===== src/rtl/palette_reader_if.sv =====
// Video, palette-port and CPU read-back signals of the palette reader.
// The reader is the slave; the timing/fetch logic, palette RAM and CPU form the master side.
interface palette_reader_if #(
  parameter int ADDR_W = 16
);
  logic              blank_in;
  logic              border_in;
  logic [7:0]        pix_index;
  logic [7:0]        border_idx;
  logic              hsync_in;
  logic              vsync_in;
  logic [ADDR_W-1:0] pal_addr;
  logic [15:0]       pal_data;
  logic [15:0]       rgb;
  logic              de_out;
  logic              hsync_out;
  logic              vsync_out;
  logic              cpu_rd_req;
  logic [7:0]        cpu_rd_addr;
  logic              cpu_rd_ack;
  logic [15:0]       cpu_rd_data;

  modport master (
    output blank_in, border_in, pix_index, border_idx, hsync_in, vsync_in,
    output pal_data, cpu_rd_req, cpu_rd_addr,
    input  pal_addr, rgb, de_out, hsync_out, vsync_out, cpu_rd_ack, cpu_rd_data
  );

  modport slave (
    input  blank_in, border_in, pix_index, border_idx, hsync_in, vsync_in,
    input  pal_data, cpu_rd_req, cpu_rd_addr,
    output pal_addr, rgb, de_out, hsync_out, vsync_out, cpu_rd_ack, cpu_rd_data
  );
endinterface


===== src/rtl/palette_reader.sv =====
// Palette reader: pixel/border index -> palette colour, plus CPU read-back served in blanking.
// Latency: video 3 clocks, CPU ack 3 clocks after issue. No backpressure: one pixel per clock;
// CPU reads wait for blanking and are held off by a four-phase req/ack handshake.
module palette_reader #(
  parameter int          ADDR_W      = 16,
  parameter logic [15:0] BLANK_COLOR = 16'h0000,
  parameter logic        SYNC_RESET  = 1'b1
) (
  input logic             clk,
  input logic             rst,
  palette_reader_if.slave bus
);

  typedef enum logic [1:0] {IDLE, ISSUE, WAIT, HOLD} state_e;

  state_e            state_q, state_d;
  logic [ADDR_W-1:0] addr_q, addr_d;
  logic              ack_q, ack_d;
  logic [15:0]       rdata_q, rdata_d;
  logic              issue;

  // Tag stages 1 and 2; the output registers form stage 3.
  logic [1:0]        blank_q, hs_q, vs_q;
  logic [15:0]       rgb_q;
  logic              de_q, hso_q, vso_q;

  always_comb begin
    state_d = state_q;
    ack_d   = ack_q;
    rdata_d = rdata_q;
    issue   = 1'b0;
    case (state_q)
      IDLE: begin
        if (bus.cpu_rd_req && bus.blank_in) begin
          issue   = 1'b1;
          state_d = ISSUE;
        end
      end
      ISSUE: state_d = WAIT;
      WAIT: begin
        state_d = HOLD;
        ack_d   = 1'b1;
        rdata_d = bus.pal_data;
      end
      HOLD: begin
        if (!bus.cpu_rd_req) begin
          state_d = IDLE;
          ack_d   = 1'b0;
        end
      end
      default: state_d = IDLE;
    endcase
  end

  // The CPU only borrows the port in blanking, so the video path never loses a slot.
  always_comb begin
    addr_d = addr_q;
    if (issue) begin
      addr_d = ADDR_W'(bus.cpu_rd_addr);
    end else if (!bus.blank_in) begin
      addr_d = ADDR_W'(bus.border_in ? bus.border_idx : bus.pix_index);
    end
  end

  always_ff @(posedge clk or posedge rst) begin
    if (rst) begin
      state_q <= IDLE;
      addr_q  <= '0;
      ack_q   <= 1'b0;
      rdata_q <= '0;
      blank_q <= 2'b11;
      hs_q    <= {2{SYNC_RESET}};
      vs_q    <= {2{SYNC_RESET}};
      rgb_q   <= BLANK_COLOR;
      de_q    <= 1'b0;
      hso_q   <= SYNC_RESET;
      vso_q   <= SYNC_RESET;
    end else begin
      state_q <= state_d;
      addr_q  <= addr_d;
      ack_q   <= ack_d;
      rdata_q <= rdata_d;
      blank_q <= {blank_q[0], bus.blank_in};
      hs_q    <= {hs_q[0], bus.hsync_in};
      vs_q    <= {vs_q[0], bus.vsync_in};
      rgb_q   <= blank_q[1] ? BLANK_COLOR : bus.pal_data;
      de_q    <= ~blank_q[1];
      hso_q   <= hs_q[1];
      vso_q   <= vs_q[1];
    end
  end

  assign bus.pal_addr    = addr_q;
  assign bus.rgb         = rgb_q;
  assign bus.de_out      = de_q;
  assign bus.hsync_out   = hso_q;
  assign bus.vsync_out   = vso_q;
  assign bus.cpu_rd_ack  = ack_q;
  assign bus.cpu_rd_data = rdata_q;

endmodule


===== src/flat_wrapper.sv =====
// flat-port wrapper written by rule: the top's interface ports become plain ports
module palette_reader_flat 
#(
  parameter int          ADDR_W      = 16,
  parameter logic [15:0] BLANK_COLOR = 16'h0000,
  parameter logic        SYNC_RESET  = 1'b1
)
  (clk, rst, bus_blank_in, bus_border_in, bus_pix_index, bus_border_idx, bus_hsync_in, bus_vsync_in, bus_pal_data, bus_cpu_rd_req, bus_cpu_rd_addr, bus_pal_addr, bus_rgb, bus_de_out, bus_hsync_out, bus_vsync_out, bus_cpu_rd_ack, bus_cpu_rd_data);
  palette_reader_if #(.ADDR_W(ADDR_W)) bus_i ();
  input logic clk;
  input logic rst;
  input wire logic [$bits(bus_i.blank_in)-1:0] bus_blank_in;
  input wire logic [$bits(bus_i.border_in)-1:0] bus_border_in;
  input wire logic [$bits(bus_i.pix_index)-1:0] bus_pix_index;
  input wire logic [$bits(bus_i.border_idx)-1:0] bus_border_idx;
  input wire logic [$bits(bus_i.hsync_in)-1:0] bus_hsync_in;
  input wire logic [$bits(bus_i.vsync_in)-1:0] bus_vsync_in;
  input wire logic [$bits(bus_i.pal_data)-1:0] bus_pal_data;
  input wire logic [$bits(bus_i.cpu_rd_req)-1:0] bus_cpu_rd_req;
  input wire logic [$bits(bus_i.cpu_rd_addr)-1:0] bus_cpu_rd_addr;
  output wire logic [$bits(bus_i.pal_addr)-1:0] bus_pal_addr;
  output wire logic [$bits(bus_i.rgb)-1:0] bus_rgb;
  output wire logic [$bits(bus_i.de_out)-1:0] bus_de_out;
  output wire logic [$bits(bus_i.hsync_out)-1:0] bus_hsync_out;
  output wire logic [$bits(bus_i.vsync_out)-1:0] bus_vsync_out;
  output wire logic [$bits(bus_i.cpu_rd_ack)-1:0] bus_cpu_rd_ack;
  output wire logic [$bits(bus_i.cpu_rd_data)-1:0] bus_cpu_rd_data;
  assign bus_i.blank_in = bus_blank_in;
  assign bus_i.border_in = bus_border_in;
  assign bus_i.pix_index = bus_pix_index;
  assign bus_i.border_idx = bus_border_idx;
  assign bus_i.hsync_in = bus_hsync_in;
  assign bus_i.vsync_in = bus_vsync_in;
  assign bus_i.pal_data = bus_pal_data;
  assign bus_i.cpu_rd_req = bus_cpu_rd_req;
  assign bus_i.cpu_rd_addr = bus_cpu_rd_addr;
  assign bus_pal_addr = bus_i.pal_addr;
  assign bus_rgb = bus_i.rgb;
  assign bus_de_out = bus_i.de_out;
  assign bus_hsync_out = bus_i.hsync_out;
  assign bus_vsync_out = bus_i.vsync_out;
  assign bus_cpu_rd_ack = bus_i.cpu_rd_ack;
  assign bus_cpu_rd_data = bus_i.cpu_rd_data;
  palette_reader #(.ADDR_W(ADDR_W), .BLANK_COLOR(BLANK_COLOR), .SYNC_RESET(SYNC_RESET)) u_core (.clk(clk), .rst(rst), .bus(bus_i));
endmodule

===== config.mk =====
export PLATFORM = sky130hd
export DESIGN_NAME = palette_reader_flat
export DESIGN_NICKNAME = d
export VERILOG_FILES = /design/src/rtl/palette_reader_if.sv /design/src/rtl/palette_reader.sv /design/src/flat_wrapper.sv
export SDC_FILE = /design/constraint.sdc
export NUM_CORES = 1
export LEC_CHECK = 0
export BUFFER_PORTS_ARGS = -buffer_cell sky130_fd_sc_hd__clkbuf_2
export CAP_MARGIN = 40
export CORE_MARGIN = 10
export CORE_UTILIZATION = 41
export DETAILED_ROUTE_END_ITERATION = 6
export GPL_TIMING_DRIVEN = 0
export HOLD_SLACK_MARGIN = 0.02
export PLACE_DENSITY = 0.75
export RECOVER_POWER = 100
export SYNTH_ARGS = -nofsm -noshare
export SYNTH_HDL_FRONTEND = slang
export SYNTH_SLANG_ARGS = --single-unit
export TNS_END_PERCENT = 5

===== constraint.sdc =====
create_clock -name clk -period 1.4 [get_ports clk]
set_input_delay 0.21 -clock clk [delete_from_list [all_inputs] [get_ports clk]]
set_output_delay 0.21 -clock clk [all_outputs]
set_load 0.02 [all_outputs]

==> flow_metrics.tcl, run 1 <==
set metrics [dict create \
    final_max_slew_viol_count 0 \
    dr_wl_met2_mm 1.973 \
    worstPathRequired_ns 1.58 \
    antenna_found_initial 0 \
    layout_setup_ws_ns 0.07475 \
    vias 1424 \
    grt_max_degree 38 \
    r2r_end "u_core.state_q[1]" \
    nets 307 \
    synth_compound_area_frac 0.02597 \
    ant_nets 0 \
    fin_crit_ns 1.325 \
    fin_cells 324 \
    path_clk_slew_ns 0.09 \
    wl_met1_mm 2.034 \
    pin_count 99 \
    hold_path_class "input port to register" \
    dpl_cell_area_um2 2658 \
    drc 0 \
    die_w_um 91.09 \
    antennaDiodeCount 0 \
    dieHeight_um 91.09 \
    cp-startpoint "u_core.state_q[1]" \
    leakage_nw 1.289 \
    dieArea_um2 8297 \
    finalSetupTns_ns 0 \
    synth-seq-area-share 0.6329 \
    clock_latency_ns 0.29 \
    syn_area_um2 2072 \
    finalHoldViolations 0 \
    drive_above_1_share 0.3891 \
    gp_congestion 0.7522 \
    grt_pass1_wl_mm 7.866 \
    yosysWarnings 0 \
    avgViaCountPerCell 4.395 \
    ff2ff_path_depth 3 \
    synthXorXnorAreaFrac 0 \
    tightest_slew_ns 0.7489 \
    critPathKind "register to register" \
    setup.worst_path.end "u_core.state_q[1]" \
    n_fill_cell 452 \
    start_kind "register" \
    place_ws_ns -0.1780 \
    max_cap_viol_count 0 \
    port_buffers 89 \
    synth_mux_area_frac 0.1812 \
    total_power_mw 4.837 \
    end_kind "register" \
    drt_iter0_markers 13 \
    grt_util_all_layers 0.1138 \
    reg2reg_from "u_core.state_q[1]" \
    crit_arrival_ns 1.50 \
    coreArea_um2 4817 \
    routed_wl_mm 4.664 \
    synth-simple-area-share 0.07428 \
    routed.top_layer "met4" \
    grt_pass1_vias 1594 \
    dp.cells 313 \
    crit_path_max_fanout 4 \
    status "finished clean" \
    pwr_density_cell_nw_per_um2 1764 \
    overflow 0 \
    utilization 0.5691 \
    clock-skew-final_ns 0.005524 \
    final_area_um2 2741 \
    synth_top_family_by_area "multiplexers" \
    cts_buffers 5 \
    rrSetupSlack_ns 0.07 \
    relSlewSlack 0.4980 \
    rows 25 \
    period_share 0.9466 \
    root_buffer "clkbuf_8" \
    hold_slack_ns 0.1193 \
    vdd_drop_max_mv 0.8288 \
    setup_viol 0 \
    dr.pass1.iters 3 \
    fmax_ghz 0.7546 \
    final_common_cell "clkbuf_1" \
    synth_fa_ha_area_frac 0.02415 \
    cts.sinks 52 \
    clock_path_buffers 2 \
    htreeDepth 2 \
    avgSynthCellArea_um2 13.91 \
    cts_tree "built" \
    ys_seq_elements 52 \
    avgRoutedWirePerCell_um 14.40 \
    synthToLayoutAreaGrowth_pct 32.31 \
    final_cell_mix "clkbuf_1, clkbuf_2, dfrtp_1" \
    syn_inst 149 \
    dp_hpwl_mm 3.807 \
    rsz0062_at_grt "false" \
    met3WireLength_um 612 \
    yosysUniqueCellTypes 20 \
    initial_core_util 0.4301 \
]
## synth_stat cells
library cell | instances | share of area
dfrtp_1 | 44 | 0.53
mux2_2 | 24 | 0.13
nor2b_1 | 16 | 0.048
buf_4 | 9 | 0.033
mux2i_1 | 9 | 0.043
nand2_1 | 9 | 0.016
dfstp_2 | 8 | 0.10
o21ai_0 | 5 | 0.012
ha_1 | 4 | 0.024
inv_1 | 4 | 0.0072
o21ai_1 | 4 | 0.0097
buf_2 | 3 | 0.0072
buf_6 | 2 | 0.011
nor2_1 | 2 | 0.0036
a22o_1 | 1 | 0.0042
and3_1 | 1 | 0.0030
clkbuf_1 | 1 | 0.0018
conb_1 | 1 | 0.0018
mux2_4 | 1 | 0.0072
nand2_2 | 1 | 0.0030
## sequential cells by signal, indices dropped and copies added (netlist names)
register and cells:
u_core.bus.pal_addr 8, u_core.bus.cpu_rd_ack 1, u_core.blank_q 2, u_core.state_q 2, u_core.bus.rgb 16, u_core.vs_q 2, u_core.hs_q 2, u_core.bus.de_out 1
u_core.bus.cpu_rd_data 16, u_core.bus.hsync_out 1, u_core.bus.vsync_out 1
## worst min-delay path by stage
stage	start	to	slack (ns)	cells past startpoint
CTS	bus_cpu_rd_addr[5]	u_core.bus.pal_addr[5]	0.11	3
global route	bus_cpu_rd_addr[5]	u_core.bus.pal_addr[5]	0.12	3
detailed placement	rst	u_core.bus.pal_addr[0]	0.21	2
global placement	bus_vsync_in	u_core.vs_q[0]	0.30	1
finish	bus_cpu_rd_addr[5]	u_core.bus.pal_addr[5]	0.12	3
floorplan	bus_blank_in	u_core.blank_q[0]	0.21	0
## routing by layer
metal | vias up | global-route usage
met4 | 0 | 0.02742
met2 | 80 | 0.1754
met3 | 5 | 0.07243
met5 | - | 0
met1 | 654 | 0.1298
li1 | 685 | -
## where the power goes
| group | total [mW] | internal [mW] | leakage (nW) | switching [mW] |
|---|---|---|---|---|
| Combinational | 1.76 | 0.723 | 0.621 | 1.04 |
| Clock | 0.976 | 0.535 | 0.0524 | 0.441 |
| Sequential | 2.10 | 1.90 | 0.616 | 0.201 |
| Total | 4.84 | 3.16 | 1.29 | 1.68 |
## cells by family after synthesis
| family | count (synthesis) |
|---|---|
| AND/OR/NAND/NOR | 29 |
| flip-flops | 52 |
| adder cells (fa/ha/maj) | 4 |
| AO/OA/AOI/OAI | 10 |
| buffers and inverters | 19 |
| other | 1 |
| multiplexers | 34 |
## worst max-delay path, stage by stage (launching register included)
cell and delay [ns]:
dfrtp_1 0.43, ha_1 0.21, a22o_1 0.26, mux2_1 0.31
## repair_timing
| item | CTS | global route |
|---|---|---|
| hold endpoints to repair | 14 | 0 |
| resized for setup | 4 | 5 |
| buffers inserted | 0 | 1 |
| cloned | 0 | 0 |
| endpoints found under the setup margin | 20 | 8 |
| hold buffers | 4 | 0 |
## area by class of cell
class	count	area, um^2	area share
Buffer	13	102.6	0.03743
Clock inverter	1	30.03	0.01095
Clock buffer	7	76.32	0.02784
Tap cell	67	83.83	0.03058
Inverter	4	16.27	0.005933
Multi-Input combinational cell	85	664.4	0.2424
Timing Repair Buffer	95	456.7	0.1666
Sequential cell	52	1311	0.4783
Note: power is estimated with default switching activity, not from simulation.
==> inputs of run 2 (changes only) <==
--- a/config.mk
+++ b/config.mk
@@ -7,12 +7,14 @@
 export LEC_CHECK = 0
 export BUFFER_PORTS_ARGS = -buffer_cell sky130_fd_sc_hd__clkbuf_2
 export CAP_MARGIN = 40
+export CELL_PAD_IN_SITES_DETAIL_PLACEMENT = 0
+export CELL_PAD_IN_SITES_GLOBAL_PLACEMENT = 1
 export CORE_MARGIN = 10
-export CORE_UTILIZATION = 41
+export CORE_UTILIZATION = 31
 export DETAILED_ROUTE_END_ITERATION = 6
 export GPL_TIMING_DRIVEN = 0
 export HOLD_SLACK_MARGIN = 0.02
-export PLACE_DENSITY = 0.75
+export PLACE_DENSITY_LB_ADDON = 0.1
 export RECOVER_POWER = 100
 export SYNTH_ARGS = -nofsm -noshare
 export SYNTH_HDL_FRONTEND = slang
==> constraint.sdc (replaced) <==
create_clock -name clk -period 1.15 [get_ports clk]
set_input_delay 0.1725 -clock clk [delete_from_list [all_inputs] [get_ports clk]]
set_output_delay 0.1725 -clock clk [all_outputs]
set_load 0.02 [all_outputs]
==> run 2 against run 1 <==
The run now ends with setup timing left. Setup slack got worse by 0.24 ns. Sequential power rose by 24%. Flip-flop and latch count unchanged. Wire length rose by 15%. First-iteration DRC count grew to 2.8 times the previous value. Final cell count rose by 6.5%.
==> flow_metrics.tcl, run 2 (synthesis gave the netlist of run 1 again) <==
set metrics [dict create \
    status "finished, violations left" \
    failed_checks "setup timing" \
    final_cell_mix "clkbuf_2, dfrtp_1, mux2_4" \
    regArea_um2 1313 \
    clock_latency_ns 0.30 \
    crit_chain "inv_2 > buf_6 > ha_4 > a22o_1 > mux2_4" \
    path_delay_family "flip-flops" \
    setup_viol 27 \
    end_kind "register" \
    rsz0062_at_grt "true" \
    fin_crit_ns 1.318 \
    root_buffer "clkbuf_8" \
    cts_tree "built" \
    drive_above_1_share 0.5634 \
    clock-skew-final_ns 0.003606 \
    hold_depth 3 \
    crit_slowest_cell "dfrtp_1" \
    routed_wl_mm 5.342 \
    dieArea_um2 10350 \
    final_common_cell "clkbuf_2" \
    ff2ff_path_depth 5 \
    rrSetupSlack_ns -0.17 \
    dr.pass1.iters 4 \
    power_switching_mw 2.433 \
    hold_path_class "input port to register" \
    start_kind "register" \
    slowest_delay_ns 0.38 \
    pin_count 99 \
    multiInputGateArea_um2 783.3 \
    synthToLayoutAreaGrowth_pct 47.95 \
    p_sw_frac 0.3414 \
    cts.sinks 52 \
    p_comb_frac 0.459 \
    cp.depth 5 \
    pwr_density_cell_nw_per_um2 2325 \
    rows 29 \
    n_fill_cell 594 \
    clock_path_buffers 2 \
    drt_iter0_markers 36 \
    vias 1480 \
    utilization 0.4773 \
    clockPowerShare 0.175 \
    crit_path_max_fanout 3 \
    avgRoutedWirePerCell_um 15.48 \
    antenna_found_initial 0 \
    die_w_um 101.8 \
    antennaDiodeCount 0 \
    final_max_slew_viol_count 0 \
    critPathKind "register to register" \
    total_power_mw 7.127 \
    layout_setup_ws_ns -0.1678 \
    dieHeight_um 101.8 \
    htreeDepth 2 \
    coreArea_um2 6422 \
    grt_pass1_vias 1740 \
    period_share 1.146 \
    fmax_ghz 0.7589 \
    p_int_mw 4.694 \
    dp_hpwl_mm 3.925 \
    path_clk_slew_ns 0.09 \
    initial_core_util 0.3226 \
    grt_util_all_layers 0.1071 \
    grt_pass1_wl_mm 8.825 \
    crit_arrival_ns 1.50 \
    drc 0 \
    nets 318 \
    overflow 0 \
    finalHoldViolations 0 \
    port_buffers 89 \
    grt_max_degree 34 \
    max_cap_viol_count 0 \
    worstPathRequired_ns 1.34 \
    seq_power_share 0.366 \
    cts_buffers 5 \
    gp_congestion 0.6942 \
    vdd_drop_max_mv 0.6408 \
    leakage_nw 1.525 \
    avgViaCountPerCell 4.290 \
    path_buf_inv 2 \
    ant_nets 0 \
]
[run 2: worst paths after layout]
path / from / end
worst max-delay path: u_core.state_q[0] / u_core.state_q[1]
max in group asynchronous: rst / u_core.blank_q[0]
worst max register to register: u_core.state_q[0] / u_core.state_q[1]
worst min-delay path: bus_cpu_rd_addr[3] / u_core.bus.pal_addr[3]
min in group asynchronous: rst / u_core.bus.cpu_rd_data[15]
worst min register to register: u_core.vs_q[1] / u_core.bus.vsync_out
[run 2: metrics by stage]
step	hold WS, ns	cell area [um^2]	instances	setup TNS (ns)	worst slack (ns)
after CTS	0.06455	3075	345	-3.737	-0.1654
after global routing	0.07066	3065	345	-5.908	-0.2097
after global placement	0.2620	2656	322	-6.084	-0.2783
after detailed placement	0.1997	2676	323	-6.345	-0.2789
after floorplan	0.1770	2115	156	-2.316	-0.1500
final	0.08093	3065	345	-3.667	-0.1678
[run 2: per-layer routing]
metal / vias to the layer above / part of all wire / routed length [um] / track usage
met2: 77 / 0.41 / 2183 / 0.1526
met4: 0 / 0.0080 / 43 / 0.02640
met1: 692 / 0.45 / 2411 / 0.1365
met5: - / 0 / 0 / 0
li1: 707 / - / - / -
met3: 4 / 0.13 / 703 / 0.06059
[run 2: cell type report]
| class | count | share of cell area |
|---|---|---|
| Multi-Input combinational cell | 85 | 0.2555 |
| Clock inverter | 2 | 0.01265 |
| Tap cell | 77 | 0.03143 |
| Inverter | 4 | 0.006122 |
| Clock buffer | 6 | 0.02367 |
| Sequential cell | 52 | 0.4282 |
| Buffer | 14 | 0.03878 |
| Timing Repair Buffer | 105 | 0.2037 |
[run 2: what timing repair did]
item                                    CTS  global route
setup buffers                            10             0
endpoints found under the setup margin   39            36
cloned                                    1             0
gates resized for setup                  42             7
pin swaps                                 7             1
hold endpoints to repair                 19             0
hold buffers                              4             0
[run 2: power groups by stage]
stage / Clock, mW / Sequential [mW] / Combinational, mW
5_1_grt: 1.39 / 2.68 / 3.52
4_1_cts: 1.31 / 2.59 / 3.23
3_5_place_dp: 0 / 2.59 / 2.37
3_3_place_gp: 0 / 2.59 / 2.34
2_1_floorplan: 0 / 3.11 / 1.05
6_report: 1.25 / 2.61 / 3.27
[run 2: worst min-delay path: stages]
cell,delay [ns]
clkbuf_2,0.08
nand2_1,0.04
o21ai_1,0.05
